===== config.mk =====
export PLATFORM = sky130hd
export DESIGN_NAME = acquisition_sequencer_flat
export DESIGN_NICKNAME = d
export VERILOG_FILES = /design/src/rtl/acquisition_sequencer_pkg.sv /design/src/rtl/acquisition_sequencer_if.sv /design/src/rtl/acquisition_sequencer_carrier_event_counter.sv /design/src/rtl/acquisition_sequencer.sv /design/src/flat_wrapper.sv
export SDC_FILE = /design/constraint.sdc
export NUM_CORES = 1
export LEC_CHECK = 0
export BUFFER_PORTS_ARGS = -buffer_cell sky130_fd_sc_hd__clkbuf_2
export CORE_UTILIZATION = 45
export DETAILED_ROUTE_END_ITERATION = 16
export GPL_TIMING_DRIVEN = 1
export HOLD_SLACK_MARGIN = 0.12
export PLACE_DENSITY = 0.65
export SLEW_MARGIN = 0
export SYNTH_ARGS = -nofsm -noshare
export SYNTH_HDL_FRONTEND = slang
export SYNTH_SLANG_ARGS = --single-unit

===== constraint.sdc =====
create_clock -name clk -period 3.37 [get_ports clk]
set_clock_uncertainty 0.05 [all_clocks]
set_input_delay 0.674 -clock clk [delete_from_list [all_inputs] [get_ports clk]]
set_output_delay 0.674 -clock clk [all_outputs]
set_load 0.1 [all_outputs]

===== src/rtl/acquisition_sequencer_pkg.sv =====
// Acquisition sequencer shared types.
// FSM encoding, carrier event selects, default sizes.
package acquisition_sequencer_pkg;

  localparam int N_SENS_DEF = 6;
  localparam int CNT_W_DEF  = 16;

  typedef enum logic [1:0] {
    S_IDLE = 2'd0,
    S_TRIG = 2'd1,
    S_WAIT = 2'd2,
    S_DONE = 2'd3
  } state_t;

  localparam logic [1:0] EV_HIGH = 2'b00;
  localparam logic [1:0] EV_LOW  = 2'b01;
  localparam logic [1:0] EV_BOTH = 2'b10;
  localparam logic [1:0] EV_NONE = 2'b11;

endpackage


===== src/rtl/acquisition_sequencer_if.sv =====
// Sensor-side bundle of the acquisition sequencer.
// master = sequencer, slave = sensor cluster.
interface acquisition_sequencer_if
  import acquisition_sequencer_pkg::*;
#(
  parameter int N_SENS = N_SENS_DEF,
  parameter int CNT_W  = CNT_W_DEF
);

  logic [N_SENS-1:0]       sensor_en;
  logic [N_SENS-1:0]       sensor_done;
  logic [N_SENS-1:0]       sensor_trigger;
  logic [N_SENS-1:0]       timeout_err;
  logic [N_SENS*CNT_W-1:0] acq_time;

  modport master (
    input  sensor_en,
    input  sensor_done,
    output sensor_trigger,
    output timeout_err,
    output acq_time
  );

  modport slave (
    output sensor_en,
    output sensor_done,
    input  sensor_trigger,
    input  timeout_err,
    input  acq_time
  );

endinterface


===== src/rtl/acquisition_sequencer_carrier_event_counter.sv =====
// Carrier edge detect and ratio divider.
// ratio_hit is a registered one-cycle pulse.
module carrier_event_counter
  import acquisition_sequencer_pkg::*;
#(
  parameter int CNT_W = CNT_W_DEF
) (
  input  logic             clk,
  input  logic             rst,
  input  logic             carrier_high,
  input  logic             carrier_low,
  input  logic [1:0]       event_sel,
  input  logic [CNT_W-1:0] user_ratio,
  output logic             ratio_hit
);

  logic             prev_high;
  logic             prev_low;
  logic             rise_high;
  logic             rise_low;
  logic             ev;
  logic [CNT_W-1:0] cnt;
  logic [CNT_W-1:0] target;
  logic [CNT_W:0]   cnt_inc;

  assign rise_high = carrier_high & ~prev_high;
  assign rise_low  = carrier_low & ~prev_low;

  always_comb begin
    ev = 1'b0;
    unique case (event_sel)
      EV_HIGH: ev = rise_high;
      EV_LOW:  ev = rise_low;
      EV_BOTH: ev = rise_high | rise_low;
      EV_NONE: ev = 1'b0;
    endcase
  end

  assign target  = (user_ratio == '0) ? CNT_W'(1) : user_ratio;
  assign cnt_inc = {1'b0, cnt} + (CNT_W+1)'(1);

  // Reset loads live levels so a carrier already high is no event.
  always_ff @(posedge clk) begin
    if (rst) begin
      prev_high <= carrier_high;
      prev_low  <= carrier_low;
      cnt       <= '0;
      ratio_hit <= 1'b0;
    end else begin
      prev_high <= carrier_high;
      prev_low  <= carrier_low;
      ratio_hit <= 1'b0;
      if (ev) begin
        if (cnt_inc >= {1'b0, target}) begin
          cnt       <= '0;
          ratio_hit <= 1'b1;
        end else begin
          cnt <= cnt_inc[CNT_W-1:0];
        end
      end
    end
  end

endmodule


===== src/rtl/acquisition_sequencer.sv =====
// Carrier-synchronous sensor acquisition sequencer.
// Triggers sensors, times their done, flags timeouts/overrun.
module acquisition_sequencer
  import acquisition_sequencer_pkg::*;
#(
  parameter int N_SENS = N_SENS_DEF,
  parameter int CNT_W  = CNT_W_DEF
) (
  input  logic                   clk,
  input  logic                   rst,
  input  logic                   pwm_carrier_high,
  input  logic                   pwm_carrier_low,
  input  logic [1:0]             event_sel,
  input  logic [CNT_W-1:0]       user_ratio,
  input  logic [CNT_W-1:0]       timeout,
  acquisition_sequencer_if.master sens,
  output logic                   all_done,
  output logic                   sched_isr,
  output logic                   overrun,
  output logic                   busy
);

  state_t                  state;
  logic                    ratio_hit;
  logic [N_SENS-1:0]       en_q;
  logic [N_SENS-1:0]       done_q;
  logic [N_SENS-1:0]       hit;
  logic [N_SENS-1:0]       done_all;
  logic [N_SENS-1:0]       trig_q;
  logic [N_SENS-1:0]       terr_q;
  logic [N_SENS*CNT_W-1:0] acq_q;
  logic [CNT_W-1:0]        timer;
  logic [CNT_W-1:0]        timer_inc;
  logic                    complete;
  logic                    tmo_hit;

  carrier_event_counter #(
    .CNT_W(CNT_W)
  ) u_cnt (
    .clk         (clk),
    .rst         (rst),
    .carrier_high(pwm_carrier_high),
    .carrier_low (pwm_carrier_low),
    .event_sel   (event_sel),
    .user_ratio  (user_ratio),
    .ratio_hit   (ratio_hit)
  );

  assign hit       = sens.sensor_done & en_q;
  assign done_all  = done_q | hit;
  assign complete  = (done_all & en_q) == en_q;
  assign tmo_hit   = (timeout != '0) &&
                     (timer == timeout - CNT_W'(1));
  assign timer_inc = (&timer) ? timer : timer + CNT_W'(1);

  assign sens.sensor_trigger = trig_q;
  assign sens.timeout_err    = terr_q;
  assign sens.acq_time       = acq_q;

  always_ff @(posedge clk) begin
    if (rst) begin
      state     <= S_IDLE;
      en_q      <= '0;
      done_q    <= '0;
      trig_q    <= '0;
      terr_q    <= '0;
      acq_q     <= '0;
      timer     <= '0;
      all_done  <= 1'b0;
      sched_isr <= 1'b0;
      overrun   <= 1'b0;
      busy      <= 1'b0;
    end else begin
      trig_q    <= '0;
      all_done  <= 1'b0;
      sched_isr <= 1'b0;
      // A hit while busy is lost, never queued.
      if (ratio_hit && state != S_IDLE)
        overrun <= 1'b1;
      unique case (state)
        S_IDLE: begin
          if (ratio_hit) begin
            en_q   <= sens.sensor_en;
            trig_q <= sens.sensor_en;
            busy   <= 1'b1;
            state  <= S_TRIG;
          end
        end
        S_TRIG: begin
          timer  <= '0;
          done_q <= '0;
          terr_q <= '0;
          for (int i = 0; i < N_SENS; i++)
            if (!en_q[i])
              acq_q[i*CNT_W +: CNT_W] <= '0;
          state <= S_WAIT;
        end
        S_WAIT: begin
          timer  <= timer_inc;
          done_q <= done_all;
          for (int i = 0; i < N_SENS; i++)
            if (hit[i] && !done_q[i])
              acq_q[i*CNT_W +: CNT_W] <= timer_inc;
          if (complete || tmo_hit) begin
            all_done  <= 1'b1;
            sched_isr <= 1'b1;
            state     <= S_DONE;
            if (!complete)
              terr_q <= en_q & ~done_all;
          end
        end
        S_DONE: begin
          busy  <= 1'b0;
          state <= S_IDLE;
        end
      endcase
    end
  end

endmodule


===== src/flat_wrapper.sv =====
// flat-port wrapper written by rule: the top's interface ports become plain ports
module acquisition_sequencer_flat import acquisition_sequencer_pkg::*;
#(
  parameter int N_SENS = N_SENS_DEF,
  parameter int CNT_W  = CNT_W_DEF
)
  (clk, rst, pwm_carrier_high, pwm_carrier_low, event_sel, user_ratio, timeout, all_done, sched_isr, overrun, busy, sens_sensor_en, sens_sensor_done, sens_sensor_trigger, sens_timeout_err, sens_acq_time);
  acquisition_sequencer_if #(.N_SENS(N_SENS), .CNT_W(CNT_W)) sens_i ();
  input  logic clk;
  input  logic rst;
  input  logic pwm_carrier_high;
  input  logic pwm_carrier_low;
  input  logic [1:0] event_sel;
  input  logic [CNT_W-1:0] user_ratio;
  input  logic [CNT_W-1:0] timeout;
  output logic all_done;
  output logic sched_isr;
  output logic overrun;
  output logic busy;
  input wire logic [$bits(sens_i.sensor_en)-1:0] sens_sensor_en;
  input wire logic [$bits(sens_i.sensor_done)-1:0] sens_sensor_done;
  output wire logic [$bits(sens_i.sensor_trigger)-1:0] sens_sensor_trigger;
  output wire logic [$bits(sens_i.timeout_err)-1:0] sens_timeout_err;
  output wire logic [$bits(sens_i.acq_time)-1:0] sens_acq_time;
  assign sens_i.sensor_en = sens_sensor_en;
  assign sens_i.sensor_done = sens_sensor_done;
  assign sens_sensor_trigger = sens_i.sensor_trigger;
  assign sens_timeout_err = sens_i.timeout_err;
  assign sens_acq_time = sens_i.acq_time;
  acquisition_sequencer #(.N_SENS(N_SENS), .CNT_W(CNT_W)) u_core (.clk(clk), .rst(rst), .pwm_carrier_high(pwm_carrier_high), .pwm_carrier_low(pwm_carrier_low), .event_sel(event_sel), .user_ratio(user_ratio), .timeout(timeout), .sens(sens_i), .all_done(all_done), .sched_isr(sched_isr), .overrun(overrun), .busy(busy));
endmodule

==> results of run 1 <==
final cells by class:
| class | count | area, um2 |
|---|---|---|
| Inverter | 33 | 124 |
| Timing Repair Buffer | 183 | 990 |
| Sequential cell | 160 | 3200 |
| Multi-Input combinational cell | 655 | 3890 |
| Fill cell | 1559 | 6880 |
| Clock buffer | 18 | 439 |
| Tap cell | 216 | 270 |
| Clock inverter | 14 | 148 |
cells in the final DEF (no fill, tap or decap), types with 14 or more instances in the layout:
cell type / netlist / layout
a21oi_1: 71 / 71
a22o_1: 15 / 15
buf_4: 1 / 21
clkbuf_16: 0 / 17
clkbuf_2: 0 / 160
dfxtp_1: 160 / 160
ha_1: 23 / 23
inv_1: 33 / 33
nand2_1: 127 / 127
nand3_1: 34 / 34
nand3b_1: 52 / 52
nor2_1: 71 / 69
nor3_1: 16 / 16
o21ai_0: 74 / 74
xnor2_1: 30 / 29
xor2_1: 14 / 14
state kept, by name, indices dropped and copies added, names as in the netlist:
register,cells
u_core.sens.acq_time,96
u_core.timer,16
u_core.u_cnt.cnt,16
u_core.done_q,6
u_core.en_q,6
u_core.sens.sensor_trigger,6
u_core.sens.timeout_err,6
u_core.state,2
u_core.all_done,1
u_core.busy,1
u_core.overrun,1
u_core.u_cnt.prev_high,1
u_core.u_cnt.prev_low,1
u_core.u_cnt.ratio_hit,1
cells in the mapped netlist, drive strengths merged (8+ instances only):
master | instances | area share (%)
nand3b | 52 | 5.3
o21ai | 74 | 5.0
nor2 | 71 | 3.6
inv | 33 | 1.7
nor4 | 11 | 1.1
xor2 | 14 | 1.7
nor3 | 17 | 1.2
dfxtp | 160 | 43
xnor2 | 30 | 3.6
ha | 23 | 3.9
or2 | 8 | 0.68
a22o | 16 | 1.9
nand4 | 9 | 0.76
nand3 | 34 | 2.3
clkbuf | 44 | 2.2
a21oi | 71 | 4.8
nand2 | 127 | 6.4
critical path, stage by stage (launching register included):
cell and delay (ps):
dfxtp_1 390, ha_1 200, nand3_1 120, nor2_1 160, nand2_1 80, nor2_2 150
nand3_1 140, xnor2_2 170, ha_1 330, and4_1 190, nand2_1 60, nor3_1 40
a311oi_1 230, o21ai_0 180, nor2_1 150, buf_6 190, a22o_1 140
power by group through the flow:
stage / clock network, mW / logic [mW] / registers, mW
after global routing: 2.04 / 0.674 / 1.90
after detailed placement: 0 / 0.605 / 1.95
final: 1.92 / 0.610 / 1.90
after global placement: 0 / 0.608 / 1.95
after floorplan: 0 / 0.389 / 1.95
after CTS: 1.94 / 0.609 / 1.90
kinds of logic after synthesis:
logic type	synth area share (%)
AOI/OAI and AO/OA	16.1
xor gates and xnor gates	5.21
adders and majority gates	3.89
buffers and inverters	4.35
DFF	43.3
muxes	0.541
and+or+nand+nor	26.6
path summary, 6_finish.rpt:
kind                                        startpoint                                    to  slack (ps)  depth (start not counted)
setup reg to reg      u_core.u_cnt.cnt[1]$_SDFFE_PP0N_      u_core.u_cnt.cnt[4]$_SDFFE_PP0N_         350                         16
hold reg to reg   u_core.sens.acq_time[7]$_SDFFE_PP0P_  u_core.sens.acq_time[7]$_SDFFE_PP0P_         400                          2
setup / recovery      u_core.u_cnt.cnt[1]$_SDFFE_PP0N_      u_core.u_cnt.cnt[4]$_SDFFE_PP0N_         350                         16
hold / removal                        pwm_carrier_high        u_core.u_cnt.prev_high$_DFF_P_         310                          1
per-stage QoR:
stage	utilization, %	total power [mW]	hold slack [ps]	setup slack [ps]	cell area, um2
finish	56.9	4.43	308	352	9070
global route	56.9	4.62	289	10.1	9070
CTS	56.8	4.45	295	249	9050
detailed placement	53.1	2.55	394	119	8460
global placement	53.1	2.55	388	148	8460
floorplan	-	2.34	396	271	7400
per-layer routing:
metal	vias up	routed length (um)
li1	3444	-
met1	3219	9370
met2	218	9160
met3	17	1530
met4	0	184
met5	-	0
==> metrics.txt, run 1 <==
CP endpoint kind register; yosys warns 0; n_diodes 0; Max Clk Rate 331 MHz; Int Pwr 3.13 mW; Inst Count DP 1,247; count of flip-flops with a built-in enable after synthesis 0; post-cts gate resize count 0; Post-route DRC 0; fin cells 1,279; syn_area_per_cell 8.23 um2; Die ar. 17,000 um2; worst slew pin tran 804 ps; post-layout min period 3020 ps; Slew Limit Fails 0; number of global-route vias before repair 6,071; met2 GRT Util 38.4%; All-Layer GR Usage 24.2%; first-pass GRT wire length 31,500 um; Worst Path Max Fanout 15; CTS max path bufs 2; number of synthesized register bits 160; met3 Use GR 7.34%; Critical Path Start Type register; net switching power 1.30 mW; VDD IR max 411 uV; global route hottest layer met2; WS Path Type register to register; max-cap violations 0; clock share of power 43.2%; Post-Syn Area 7400 um2; RSZ-0062 raised after global routing false; logic gate share of total power 13.8%; status finished, final reports clean; switching share of power 29.4%; Placer Congestion 0.843; cts bufs inserted 17; cts hold-fix bufs 0; clk slew on worst S/H paths 70 ps; Flop pwr share 43.0%; Max-slew headroom 46.3%; initial core utilization 46.4%; Unique masters post-synth 59; Final #Nets 1,123; I/O Pins 162; initial antenna violation count 0; share of cells above drive strength 1 22.4%; postcts setup bufs 0; H-tree levels 4; Die Wd 130 um; TritonCTS clock tree built; Pwr Density 489 nW/um2; post-route ant nets 0; Worst EP required 3700 ps; drt pass-1 iters 5; CORE AREA 15,900 um2; met1 Track Usage GR 32.0%; WL final 20,200 um; Post-Syn Nets 972; cell row count 46; total vias in the final route 6,898; largest net degree at the start of global routing 117; Hold Path Class input pin to register; root buffer cell clkbuf_16; I/O Buffers 161; synthesized instance count 899; WL/cell 15.8 um; Via-to-Cell Ratio 5.39; CP Data Arrival Time 3340 ps; DP Wirelength 14,500 um; die span in y 130 um; Final Hold Fails 0; initial DRC count 464; period utilisation layout 89.5%; prevailing post-synth register cell dfxtp_1; sequential share of the synthesized area 43.3%; static leakage power 3.70 nW; final setup vio count 0; Syn-to-layout area delta 22.6%; ys async rst share 0%; Sink Count 160; Congestion Overflow GR 0; setup TNS 0 ps; clk_lat worst skew 430 ps
(Power assumes the default switching activity.)
==> run 2: changes to the inputs <==
--- a/config.mk
+++ b/config.mk
@@ -6,11 +6,11 @@
 export NUM_CORES = 1
 export LEC_CHECK = 0
 export BUFFER_PORTS_ARGS = -buffer_cell sky130_fd_sc_hd__clkbuf_2
-export CORE_UTILIZATION = 45
+export CORE_UTILIZATION = 55
 export DETAILED_ROUTE_END_ITERATION = 16
 export GPL_TIMING_DRIVEN = 1
 export HOLD_SLACK_MARGIN = 0.12
-export PLACE_DENSITY = 0.65
+export PLACE_DENSITY = 0.78
 export SLEW_MARGIN = 0
 export SYNTH_ARGS = -nofsm -noshare
 export SYNTH_HDL_FRONTEND = slang
==> run 2 against run 1 <==
- utilization rose by 12 points
- non-clock buffer count shrank 2
- power up 3.0%
- largest power group unchanged
- highest routed layer unchanged
==> metrics.txt, run 2 (synthesis results as in run 1) <==
setup slack at placement 121 ps (was 119 ps); Setup WS post-layout 277 ps (was 352 ps); met1 Track Usage GR 38.1% (was 32.0%); most frequent cells in the layout clkbuf_2, dfxtp_1, nand2_1, o21ai_0, a21oi_1 (unchanged); Hold Path Class input pin to register (unchanged); cts hold-fix bufs 0 (unchanged); Critical Path Start Type register (unchanged); Via-to-Cell Ratio 5.64 (was 5.39); period utilisation layout 91.8% (was 89.5%); post-layout min period 3090 ps (was 3020 ps); setup TNS 0 ps (unchanged); Syn-to-layout area delta 22.1% (was 22.6%); Final Hold Fails 0 (unchanged); RSZ-0062 raised after global routing false (unchanged); Worst Path Max Fanout 15 (unchanged); met3 Use GR 7.95% (was 7.34%); VDD IR max 343 uV (was 411 uV); WS Path Type register to register (unchanged); logic gate share of total power 13.1% (was 13.8%); Final #Nets 1,121 (was 1,123); All-Layer GR Usage 28.7% (was 24.2%); Sink Count 160 (unchanged); post-route ant nets 0 (unchanged); initial DRC count 696 (was 464); cell row count 42 (was 46); CTS max path bufs 2 (unchanged); DP Wirelength 13,900 um (was 14,500 um); Post-route DRC 0 (unchanged); Inst Count DP 1,205 (was 1,247); CP endpoint kind register (unchanged); status finished, final reports clean (unchanged); Max Clk Rate 323 MHz (was 331 MHz); fill cell total of the finished layout 1,134 (was 1,559); global route hottest layer met2 (unchanged); clk slew on worst S/H paths 60 ps (was 70 ps); clock share of power 45.2% (was 43.2%); area of the multi-input gates 3880 um2 (was 3890 um2); largest net degree at the start of global routing 115 (was 117); drt pass-1 iters 5 (unchanged); H-tree levels 4 (unchanged); final hold slack 316 ps (was 308 ps); n_diodes 0 (unchanged); clk_lat worst skew 430 ps (about the same); Die ar. 13,900 um2 (was 17,000 um2); WL/cell 15.9 um (was 15.8 um); net switching power 1.29 mW (was 1.30 mW); WL final 19,600 um (was 20,200 um); number of global-route vias before repair 6,383 (was 6,071); Placer Congestion 0.894 (was 0.843); cts bufs inserted 17 (unchanged); Pwr Density 505 nW/um2 (was 489 nW/um2); max-cap violations 0 (unchanged); Die Wd 118 um (was 130 um); Worst EP required 3690 ps (was 3700 ps); CORE AREA 13,200 um2 (was 15,900 um2); Max-slew headroom 40.8% (was 46.3%); register area 3200 um2 (unchanged); initial antenna violation count 0 (unchanged); Flop pwr share 41.8% (was 43.0%); max reg flops 96 (unchanged); total vias in the final route 6,975 (was 6,898); final setup vio count 0 (unchanged); worst slew pin tran 885 ps (was 804 ps); CP Data Arrival Time 3420 ps (was 3340 ps); static leakage power 3.71 nW (was 3.70 nW); share of cells above drive strength 1 22.1% (was 22.4%); TritonCTS clock tree built (unchanged); first-pass GRT wire length 31,900 um (was 31,500 um); fin cells 1,237 (was 1,279); Int Pwr 3.27 mW (was 3.13 mW); initial core utilization 56.1% (was 46.4%); I/O Pins 162 (unchanged); Congestion Overflow GR 0 (unchanged); switching share of power 28.3% (was 29.4%); met2 GRT Util 44.7% (was 38.4%); root buffer cell clkbuf_16 (unchanged); die span in y 118 um (was 130 um); Slew Limit Fails 0 (unchanged); I/O Buffers 161 (unchanged)
==> run 2: cell types whose count changed in the layout (fill, tap and decap cells not counted), moves of 2 or more <==
cell | previous run | this run
clkinv_4 | 2 | 4
clkinvlp_4 | 4 | 0
inv_8 | 5 | 3
bufinv_16 | 1 | 3
inv_6 | 1 | 4
==> run 2: path summary, 6_finish.rpt <==
| path | startpoint | end | slack, ps | cells after the start |
|---|---|---|---|---|
| max | u_core.u_cnt.cnt[0]$_SDFFE_PP0N_ | u_core.u_cnt.cnt[6]$_SDFFE_PP0N_ | 280 | 16 |
| min reg2reg | u_core.sens.acq_time[60]$_SDFFE_PP0P_ | u_core.sens.acq_time[60]$_SDFFE_PP0P_ | 410 | 2 |
| max reg2reg | u_core.u_cnt.cnt[0]$_SDFFE_PP0N_ | u_core.u_cnt.cnt[6]$_SDFFE_PP0N_ | 280 | 16 |
| min | pwm_carrier_low | u_core.u_cnt.prev_low$_DFF_P_ | 320 | 1 |
==> run 2: area by class of cell <==
cell class	instances	share of cell area (%)
Sequential cell	160	35.5
Clock inverter	14	2.15
Timing Repair Buffer	181	10.8
Clock buffer	18	4.86
Inverter	33	1.37
Multi-Input combinational cell	655	43.0
Tap cell	176	2.44
==> run 2: repair_timing <==
item / CTS / global route
setup buffers: 0 / 0
endpoints found under the setup margin: 0 / 1
gates resized for setup: 0 / 2
==> run 2: stage by stage <==
stage / utilization, % / total power [mW] / cell area [um2]
4_1_cts: 68.4 / 4.59 / 9020
3_3_place_gp: 63.6 / 2.53 / 8390
2_1_floorplan: - / 2.34 / 7400
3_5_place_dp: 63.6 / 2.53 / 8390
6_report: 68.5 / 4.56 / 9030
5_1_grt: 68.5 / 4.74 / 9030
==> run 2: critical path, cell delays in order, from the launching register on <==
cell and delay, ps:
dfxtp_1 420, ha_1 220, nand3_1 130, nor2_1 160, buf_4 140, nand2_1 60, xnor2_1 210, ha_1 280
a21o_1 160, a21o_1 170, a21oi_1 150, o21ai_0 100, a21oi_1 170, o21ai_0 140, nor2_1 120, buf_4 220
a22o_1 150
==> run 2: layer usage <==
| metal | part of all wire (%) | routed length, um | up-vias |
|---|---|---|---|
| met5 | 0 | 0 | - |
| met1 | 45 | 8870 | 3244 |
| met4 | 1.6 | 308 | 0 |
| li1 | - | - | 3438 |
| met3 | 8.0 | 1560 | 28 |
| met2 | 45 | 8880 | 265 |
==> run 2: power by group through the flow <==
stage          sequential, mW  combinational [mW]  clock [mW]
3_3_place_gp             1.95               0.585           0
4_1_cts                  1.90               0.592        2.09
3_5_place_dp             1.95               0.587           0
5_1_grt                  1.90               0.658        2.18
6_report                 1.90               0.596        2.06
2_1_floorplan            1.95               0.389           0
